File: src/rtl/ntt_seq_ctrl.sv
// Command sequencer for the shared NTT/INTT address generator and butterfly.
// Holds mode stable per job, delays read controls into write-back, drains, responds.
module ntt_seq_ctrl #(
  parameter int ADDR_W  = 8,
  parameter int ZETA_W  = 7,
  parameter int BF_LAT  = 4,
  parameter int TMO_W   = 11,
  parameter int MAX_CYC = 1100
) (
  input  logic              clk,
  input  logic              rst,
  input  logic              cmd_valid,
  output logic              cmd_ready,
  input  logic              cmd_mode,
  input  logic              abort,
  output logic              ag_sel,
  output logic              ag_start,
  output logic              ag_clr,
  input  logic [ADDR_W-1:0] ag_addr_up,
  input  logic [ADDR_W-1:0] ag_addr_dn,
  input  logic [ZETA_W-1:0] ag_zeta,
  input  logic              ag_active,
  input  logic              ag_last,
  input  logic              ag_done,
  output logic              rd_en,
  output logic [ADDR_W-1:0] rd_addr_up,
  output logic [ADDR_W-1:0] rd_addr_dn,
  output logic [ZETA_W-1:0] zeta_idx,
  output logic              wr_en,
  output logic [ADDR_W-1:0] wr_addr_up,
  output logic [ADDR_W-1:0] wr_addr_dn,
  output logic              wr_scale,
  output logic              busy,
  output logic              rsp_valid,
  input  logic              rsp_ready,
  output logic              rsp_err
);

  typedef enum logic [2:0] {
    S_IDLE,
    S_SETTLE,
    S_START,
    S_RUN,
    S_DRAIN,
    S_RESP
  } state_e;

  localparam logic [TMO_W-1:0] TMO_LAST = TMO_W'(MAX_CYC - 1);
  localparam logic [TMO_W-1:0] DRN_LAST = TMO_W'(BF_LAT - 1);

  state_e state_q, state_d;

  logic             mode_q, mode_d;
  logic             err_q, err_d;
  logic             clr_q, clr_d;
  logic [TMO_W-1:0] cnt_q, cnt_d;

  logic [BF_LAT-1:0]             vld_q, vld_d;
  logic [BF_LAT-1:0]             sc_q, sc_d;
  logic [BF_LAT-1:0][ADDR_W-1:0] up_q, up_d;
  logic [BF_LAT-1:0][ADDR_W-1:0] dn_q, dn_d;

  logic kill;
  logic tmo;
  logic drn_end;

  // abort only acts on an active job; it outranks done and timeout
  assign kill = abort & (state_q != S_IDLE) & (state_q != S_RESP);
  assign tmo = (state_q == S_RUN) & ~ag_done & (cnt_q == TMO_LAST);
  assign drn_end = (state_q == S_DRAIN) & (cnt_q == DRN_LAST);

  always_ff @(posedge clk) begin
    if (rst) begin
      state_q <= S_IDLE;
    end else begin
      state_q <= state_d;
    end
  end

  always_comb begin
    state_d = state_q;
    unique case (state_q)
      S_IDLE:   if (cmd_valid) state_d = S_SETTLE;
      S_SETTLE: state_d = S_START;
      S_START:  state_d = S_RUN;
      S_RUN:    if (ag_done | tmo) state_d = S_DRAIN;
      S_DRAIN:  if (drn_end) state_d = S_RESP;
      S_RESP:   if (rsp_ready) state_d = S_IDLE;
      default:  state_d = S_IDLE;
    endcase
    if (kill) state_d = S_RESP;
  end

  always_comb begin
    cmd_ready = 1'b0;
    busy      = 1'b1;
    ag_start  = 1'b0;
    rd_en     = 1'b0;
    rsp_valid = 1'b0;
    rsp_err   = 1'b0;
    unique case (state_q)
      S_IDLE: begin
        cmd_ready = 1'b1;
        busy      = 1'b0;
      end
      S_START: ag_start = 1'b1;
      S_RUN:   rd_en = ag_active;
      S_RESP: begin
        rsp_valid = 1'b1;
        rsp_err   = err_q;
      end
      default: ;
    endcase
  end

  always_comb begin
    mode_d = mode_q;
    if (cmd_ready & cmd_valid) mode_d = cmd_mode;
    err_d = err_q;
    if (kill | tmo) begin
      err_d = 1'b1;
    end else if (rsp_valid & rsp_ready) begin
      err_d = 1'b0;
    end
    clr_d = kill | tmo;
    cnt_d = cnt_q;
    unique case (state_q)
      S_START: cnt_d = '0;
      S_RUN:   cnt_d = (ag_done | tmo) ? '0 : cnt_q + TMO_W'(1);
      S_DRAIN: cnt_d = cnt_q + TMO_W'(1);
      default: ;
    endcase
  end

  // write-back delay line; shifts every cycle, flushed on abort
  always_comb begin
    vld_d    = vld_q;
    sc_d     = sc_q;
    up_d     = up_q;
    dn_d     = dn_q;
    vld_d[0] = rd_en;
    sc_d[0]  = rd_en & ag_last & mode_q;
    up_d[0]  = ag_addr_up;
    dn_d[0]  = ag_addr_dn;
    for (int i = 1; i < BF_LAT; i++) begin
      vld_d[i] = vld_q[i-1];
      sc_d[i]  = sc_q[i-1];
      up_d[i]  = up_q[i-1];
      dn_d[i]  = dn_q[i-1];
    end
    if (kill) begin
      vld_d = '0;
      sc_d  = '0;
      up_d  = '0;
      dn_d  = '0;
    end
  end

  always_ff @(posedge clk) begin
    if (rst) begin
      mode_q <= 1'b0;
      err_q  <= 1'b0;
      clr_q  <= 1'b0;
      cnt_q  <= '0;
      vld_q  <= '0;
      sc_q   <= '0;
      up_q   <= '0;
      dn_q   <= '0;
    end else begin
      mode_q <= mode_d;
      err_q  <= err_d;
      clr_q  <= clr_d;
      cnt_q  <= cnt_d;
      vld_q  <= vld_d;
      sc_q   <= sc_d;
      up_q   <= up_d;
      dn_q   <= dn_d;
    end
  end

  assign ag_sel     = mode_q;
  assign ag_clr     = clr_q;
  assign rd_addr_up = ag_addr_up;
  assign rd_addr_dn = ag_addr_dn;
  assign zeta_idx   = ag_zeta;
  assign wr_en      = vld_q[BF_LAT-1];
  assign wr_scale   = sc_q[BF_LAT-1];
  assign wr_addr_up = up_q[BF_LAT-1];
  assign wr_addr_dn = dn_q[BF_LAT-1];

endmodule

File: config.mk
export PLATFORM = sky130hd
export DESIGN_NAME = ntt_seq_ctrl
export DESIGN_NICKNAME = d
export VERILOG_FILES = /design/src/rtl/ntt_seq_ctrl.sv
export SDC_FILE = /design/constraint.sdc
export NUM_CORES = 1
export LEC_CHECK = 0
export ABC_AREA = 0
export CORE_MARGIN = 10
export CORE_UTILIZATION = 30
export DETAILED_ROUTE_END_ITERATION = 8
export PLACE_DENSITY = 0.57
export SYNTH_ARGS = -nofsm -noshare
export SYNTH_HDL_FRONTEND = slang
export SYNTH_SLANG_ARGS = --single-unit
File: constraint.sdc
create_clock -name clk -period 2.9 [get_ports clk]
set_clock_uncertainty 0.2 [all_clocks]
set_input_delay 0.725 -clock clk [delete_from_list [all_inputs] [get_ports clk]]
set_output_delay 0.725 -clock clk [all_outputs]
set_load 0.05 [all_outputs]
==> results.json, run 1 <==
{
  "outcome": "complete, no violations",
  "nNetsFinal": 376,
  "tns_ns": 0,
  "die-area_um2": 15100,
  "synth_top_family_by_area": "simple AND/OR/NAND/NOR gates",
  "grt_pass1_wl_mm": 10.4,
  "crit_path_start_kind": "flop",
  "ys.flop_type": "dfxtp_1",
  "ios": 81,
  "rows": 37,
  "clock-sinks": 89,
  "min_path_type": "reg -> reg",
  "yosys.area_share.xor_xnor_pct": 2.20,
  "post-route-period-util_pct": 95.6,
  "cp_slowest_stage_delay_ns": 0.60,
  "antenna_found_initial": 0,
  "routedWlPerCell_um": 13.4,
  "cp_cell_sequence": "nor2b_1 -> and3_1 -> buf_12",
  "vias": 2114,
  "cts_hold_buf": 0,
  "mappedNetlistArea_um2": 3190,
  "ys_ff_latch": 89,
  "drc": 0,
  "worst-path-buf-inv": 1,
  "synth-edff-count": 0,
  "final_area_um2": 4080,
  "cts.clk_slew.worst_paths_ns": 0.10,
  "dpl_worst_slack_ns": 0.291,
  "finalHoldViolCount": 0,
  "viasPerCell": 4.37,
  "layout_setup_ws_ns": 0.127,
  "maxSlewHeadroom_pct": 54.7,
  "synth.distinct_cells": 40,
  "drive_above_1_share_pct": 15.2,
  "critical_path_class": "reg -> out",
  "multi_input_area_um2": 1030,
  "fin_cells": 484,
  "ir_drop_v": 0.000268,
  "cpMaxStageDelayCell": "dfxtp_1",
  "io_buffers": 66,
  "synth.area.mux_share_pct": 0.314,
  "clk_latency_ns": 0.36,
  "crit_required_ns": 1.98,
  "p_leak_nw": 1.80,
  "cp.arrival_ns": 1.85,
  "ant_nets": 0,
  "syn_area_per_cell_um2": 10.1,
  "root_buffer": "clkbuf_8",
  "max_freq_mhz": 361,
  "grt_pass1_vias": 1979,
  "synth_fp_nets": 350,
  "post_cts_buffers": 0,
  "yosysSeqAreaShare_pct": 55.9,
  "tritoncts": "built",
  "path_max_fanout": 11,
  "cts_buffer_depth": 2,
  "grt-ovfl-total": 0,
  "placed_cells": 468,
  "synthSimpleGateAreaFrac_pct": 23.7,
  "die-width_um": 123,
  "num-fill-cells": 988,
  "htreeDepth": 3,
  "rsz0062_at_grt": "no",
  "drtPass1Iterations": 6,
  "synth_compound_gate_area_share_pct": 5.34,
  "fin_crit_ns": 2.77,
  "endpoint_kind": "output pin",
  "cp_top_family": "simple AND/OR/NAND/NOR gates",
  "grt_max_degree": 32,
  "power.total_w": 0.00321,
  "powerDensity_nw_per_um2": 788,
  "place_area_um2": 3900,
  "worstMarginPinSlew_ns": 0.676,
  "n_antenna_cell": 0,
  "slew_viol_final": 0,
  "drt_iter0_drc": 163,
  "place.gp.congestion": 0.805,
  "syn2layout_area_growth_pct": 27.9,
  "synthCells": 317,
  "drt_wl_total_mm": 6.50,
  "maxCapViolCount": 0,
  "cts_buffers": 9,
  "regArea_um2": 1780,
  "yosys_warnings": 0,
  "initial_core_util_pct": 30.9,
  "async_flop_share_pct": 0,
  "cts_resized": 0,
  "setup_viol": 0,
  "dp_hpwl_mm": 4.67,
  "core-area_um2": 10300,
  "grt_use_total_pct": 8.68,
  "die_h_um": 123,
  "synth_fa_ha_area_share_pct": 0.393
}
Yosys cell counts (all sizes together), types with 2 or more instances:
cell	instances	area, um^2
xor2	3	26.3
dfxtp	89	1780
nor2b	2	12.5
and3	75	469
nand3	7	35.0
inv	5	18.8
clkbuf	16	60.1
xnor2	5	43.8
nand2	17	66.3
buf	42	308
a31oi	3	18.8
o31ai	2	28.8
o21ai	3	15.0
nor2	16	60.1
a21oi	5	25.0
nor3	6	30.0
nand3b	2	15.0
o211ai	2	20.0
sequential cells by signal (all words and copies together) (netlist names):
signal,count
err_q,1
ag_clr,1
cnt_q,11
dn_q,24
sc_q,4
wr_addr_dn,8
ag_sel,1
vld_q,4
state_q,3
wr_addr_up,8
up_q,24
final timing paths:
| path | startpoint | end | slack, ns | cells past startpoint |
|---|---|---|---|---|
| hold / removal | up_q[22] | wr_addr_up[6] | 0.25 | 1 |
| hold reg to reg | up_q[22] | wr_addr_up[6] | 0.25 | 1 |
| setup reg to reg | cnt_q[0] | state_q[0] | 0.66 | 6 |
| setup / recovery | state_q[1] | rd_en | 0.13 | 3 |
cell families (layout without fill, tap and decap cells):
| kind of cell | Yosys count | in the layout |
|---|---|---|
| AOI/OAI and AO/OA | 22 | 22 |
| xor gates and xnor gates | 8 | 8 |
| adders and majority gates | 1 | 1 |
| buffers and inverters | 63 | 94 |
| DFF | 89 | 89 |
| muxes | 1 | 1 |
| and+or+nand+nor | 133 | 133 |
area by class of cell:
cell class,count,share of cell area [%]
inverters,5,0.461
flip-flops and latches,89,43.7
repair buffers,73,22.0
well taps,136,4.18
multi-input cells,165,25.3
clock buffers,10,3.13
clock inverters,6,1.26
per-layer routing:
metal | vias up | track usage (%) | routed length [um]
met5 | - | 0 | 0
met4 | 0 | 4.15 | 82
met3 | 6 | 3.42 | 455
met2 | 42 | 13.5 | 3040
met1 | 976 | 10.3 | 2920
li1 | 1090 | - | -
cell usage in the layout (no fill, tap or decap), drive strengths merged, types with 2 or more instances in the layout:
| cell type | synthesis | layout |
|---|---|---|
| nor2 | 16 | 16 |
| nand3 | 7 | 7 |
| clkbuf | 16 | 10 |
| xor2 | 3 | 3 |
| o211ai | 2 | 2 |
| inv | 5 | 7 |
| nand3b | 2 | 2 |
| o21ai | 3 | 3 |
| a31oi | 3 | 3 |
| and3 | 75 | 75 |
| nand2 | 17 | 17 |
| o31ai | 2 | 2 |
| clkinvlp | 0 | 3 |
| dfxtp | 89 | 89 |
| clkdlybuf4s50 | 0 | 44 |
| a21oi | 5 | 5 |
| nor3 | 6 | 6 |
| buf | 42 | 29 |
| xnor2 | 5 | 5 |
| nor2b | 2 | 2 |
power by group:
| part | switching [W] | total [W] | internal [W] |
|---|---|---|---|
| clock network | 0.000454 | 0.000776 | 0.000322 |
| registers | 0.0000743 | 0.00144 | 0.00136 |
| logic | 0.000637 | 0.000999 | 0.000362 |
| total | 0.00117 | 0.00321 | 0.00205 |
stage by stage:
step | hold WS, ns | util [%]
6_report | 0.252 | 39.5
3_5_place_dp | 0.243 | 37.7
3_3_place_gp | 0.239 | 37.7
2_1_floorplan | 0.237 | -
4_1_cts | 0.260 | 39.5
5_1_grt | 0.271 | 39.5
(Power assumes the default switching activity.)
==> inputs of run 2 (changes only) <==
Settings changed: PLACE_DENSITY 0.57 to 0.59.
Clock period 2.9 ns to 2.5 ns, I/O delays scaled along.
==> results.json, run 2 (synthesis gave the netlist of run 1 again) <==
{
  "outcome": "complete, no violations",
  "drive_above_1_share_pct": 16.3,
  "syn2layout_area_growth_pct": 30.9,
  "crit_required_ns": 1.67,
  "fin_crit_ns": 2.39,
  "p_int_w": 0.00266,
  "rrSetupSlack_ns": 0.29,
  "grt_pass1_vias": 2024,
  "drtPass1Iterations": 4,
  "slew_viol_final": 0,
  "max_freq_mhz": 418,
  "drc": 0,
  "cpMaxStageDelayCell": "dfxtp_1",
  "grt_pass1_wl_mm": 10.3,
  "ios": 81,
  "cts_buffer_depth": 2,
  "num-fill-cells": 984,
  "final_cell_mix": "88 x dfxtp_1, 75 x and3_1, 43 x clkdlybuf4s50_1",
  "ir_drop_v": 0.000267,
  "dpl_worst_slack_ns": 0.141,
  "p_leak_nw": 1.85,
  "grt-ovfl-total": 0,
  "power.share.combinational_pct": 30.9,
  "initial_core_util_pct": 30.9,
  "clock-sinks": 89,
  "root_buffer": "clkbuf_8",
  "routedWlPerCell_um": 13.4,
  "worstMarginPinSlew_ns": 0.523,
  "finalHoldViolCount": 0,
  "cts_buffers": 9,
  "crit_path_start_kind": "flop",
  "timing.hold.ws_ns": 0.258,
  "multi_input_area_um2": 1030,
  "nNetsFinal": 377,
  "maxSlewHeadroom_pct": 65.0,
  "p_clk_share_pct": 27.4,
  "maxCapViolCount": 0,
  "cp_top_family": "flip-flops",
  "die-width_um": 123,
  "n_antenna_cell": 0,
  "drt_iter0_drc": 202,
  "tritoncts": "built",
  "rows": 37,
  "setup_viol": 0,
  "powerDensity_nw_per_um2": 966,
  "core-area_um2": 10300,
  "final_util_pct": 40.4,
  "post-route-period-util_pct": 95.7,
  "rsz0062_at_grt": "yes",
  "reg.largest.list": "dn_q: 24 flops, up_q: 24 flops, cnt_q: 11 flops",
  "place.gp.congestion": 0.863,
  "viasPerCell": 4.40,
  "cp_slowest_stage_delay_ns": 0.50,
  "vias": 2133,
  "cts.clk_slew.worst_paths_ns": 0.10,
  "grt_max_degree": 47,
  "min_delay_path_depth": 1,
  "die_h_um": 123,
  "rr_worst_depth": 6,
  "htreeDepth": 3,
  "post_cts_buffers": 0,
  "power_frac_seq_pct": 41.7,
  "critical_path_class": "reg -> out",
  "antenna_found_initial": 0,
  "drt_wl_total_mm": 6.50,
  "layout_setup_ws_ns": 0.107,
  "layout_commonest_cell": "dfxtp_1",
  "clk_latency_ns": 0.36,
  "min_path_type": "reg -> reg",
  "path_max_fanout": 9,
  "r2r_end": "state_q[0]",
  "min_delay_worst_endpoint": "up_q[15]",
  "cp.arrival_ns": 1.57,
  "io_buffers": 66,
  "worst-path-buf-inv": 2,
  "ant_nets": 0,
  "dp_hpwl_mm": 4.66,
  "hold_start": "up_q[7]",
  "endpoint_kind": "output pin",
  "cp_cell_sequence": "inv_1 -> nor3_2 -> buf_12",
  "switching_share_pct": 34.0,
  "worstReg2RegStart": "cnt_q[0]",
  "grt_use_total_pct": 8.48,
  "die-area_um2": 15100,
  "regArea_um2": 1780,
  "p_switching_w": 0.00137
}
[run 2: worst register-to-register path, stage by stage, from the launching register on]
cell and delay (ns):
dfxtp_1 0.40, ha_1 0.22, or4b_4 0.52, o31ai_4 0.36, o22ai_2 0.17, o211ai_2 0.16
o31ai_1 0.09
[run 2: final cells by class]
type / count / area share (%)
multi-input combinational: 165 / 24.8
timing repair buffer: 74 / 22.5
clock buffer: 10 / 3.06
tap: 136 / 4.08
clock inverter: 6 / 2.37
sequential: 89 / 42.7
inverter: 5 / 0.450
[run 2: power by group through the flow]
stage | combinational [W] | sequential, W | clock [W]
finish | 0.00124 | 0.00168 | 0.00110
global route | 0.00135 | 0.00170 | 0.00119
CTS | 0.00125 | 0.00168 | 0.00113
detailed placement | 0.00125 | 0.00171 | 0
global placement | 0.00123 | 0.00170 | 0
floorplan | 0.000829 | 0.00168 | 0
[run 2: what timing repair did]
action / CTS / global route
setup endpoints to repair: 1 / 2
hold buffers: 0 / 0
gates resized for setup: 1 / 1
[run 2: routing by layer]
metal	vias up	global-route usage, %	routed length [um]
met5	-	0	0
met4	0	3.86	113
met3	9	4.19	619
met2	64	12.3	2860
met1	964	10.3	2910
li1	1096	-	-
[run 2: worst max path at each step]
stage | end | slack (ns) | depth (start not counted) | start
after global routing | rsp_valid | -0.01 | 3 | state_q[2]
after global placement | cnt_q[10] | 0.18 | 6 | ag_done
final | rsp_valid | 0.11 | 3 | state_q[2]
after detailed placement | cnt_q[10] | 0.14 | 6 | ag_done
after CTS | cmd_ready | 0.07 | 5 | state_q[1]
after floorplan | cmd_ready | 0.24 | 4 | state_q[1]
[run 2: per-stage QoR]
step           std cells  total power (W)  instance area (um^2)  TNS (ns)
4_1_cts              485          0.00406                  4170         0
6_report             485          0.00403                  4170         0
3_5_place_dp         469          0.00296                  3940         0
3_3_place_gp         469          0.00293                  3940         0
5_1_grt              485          0.00424                  4170   -0.0125
2_1_floorplan        317          0.00251                  3190         0
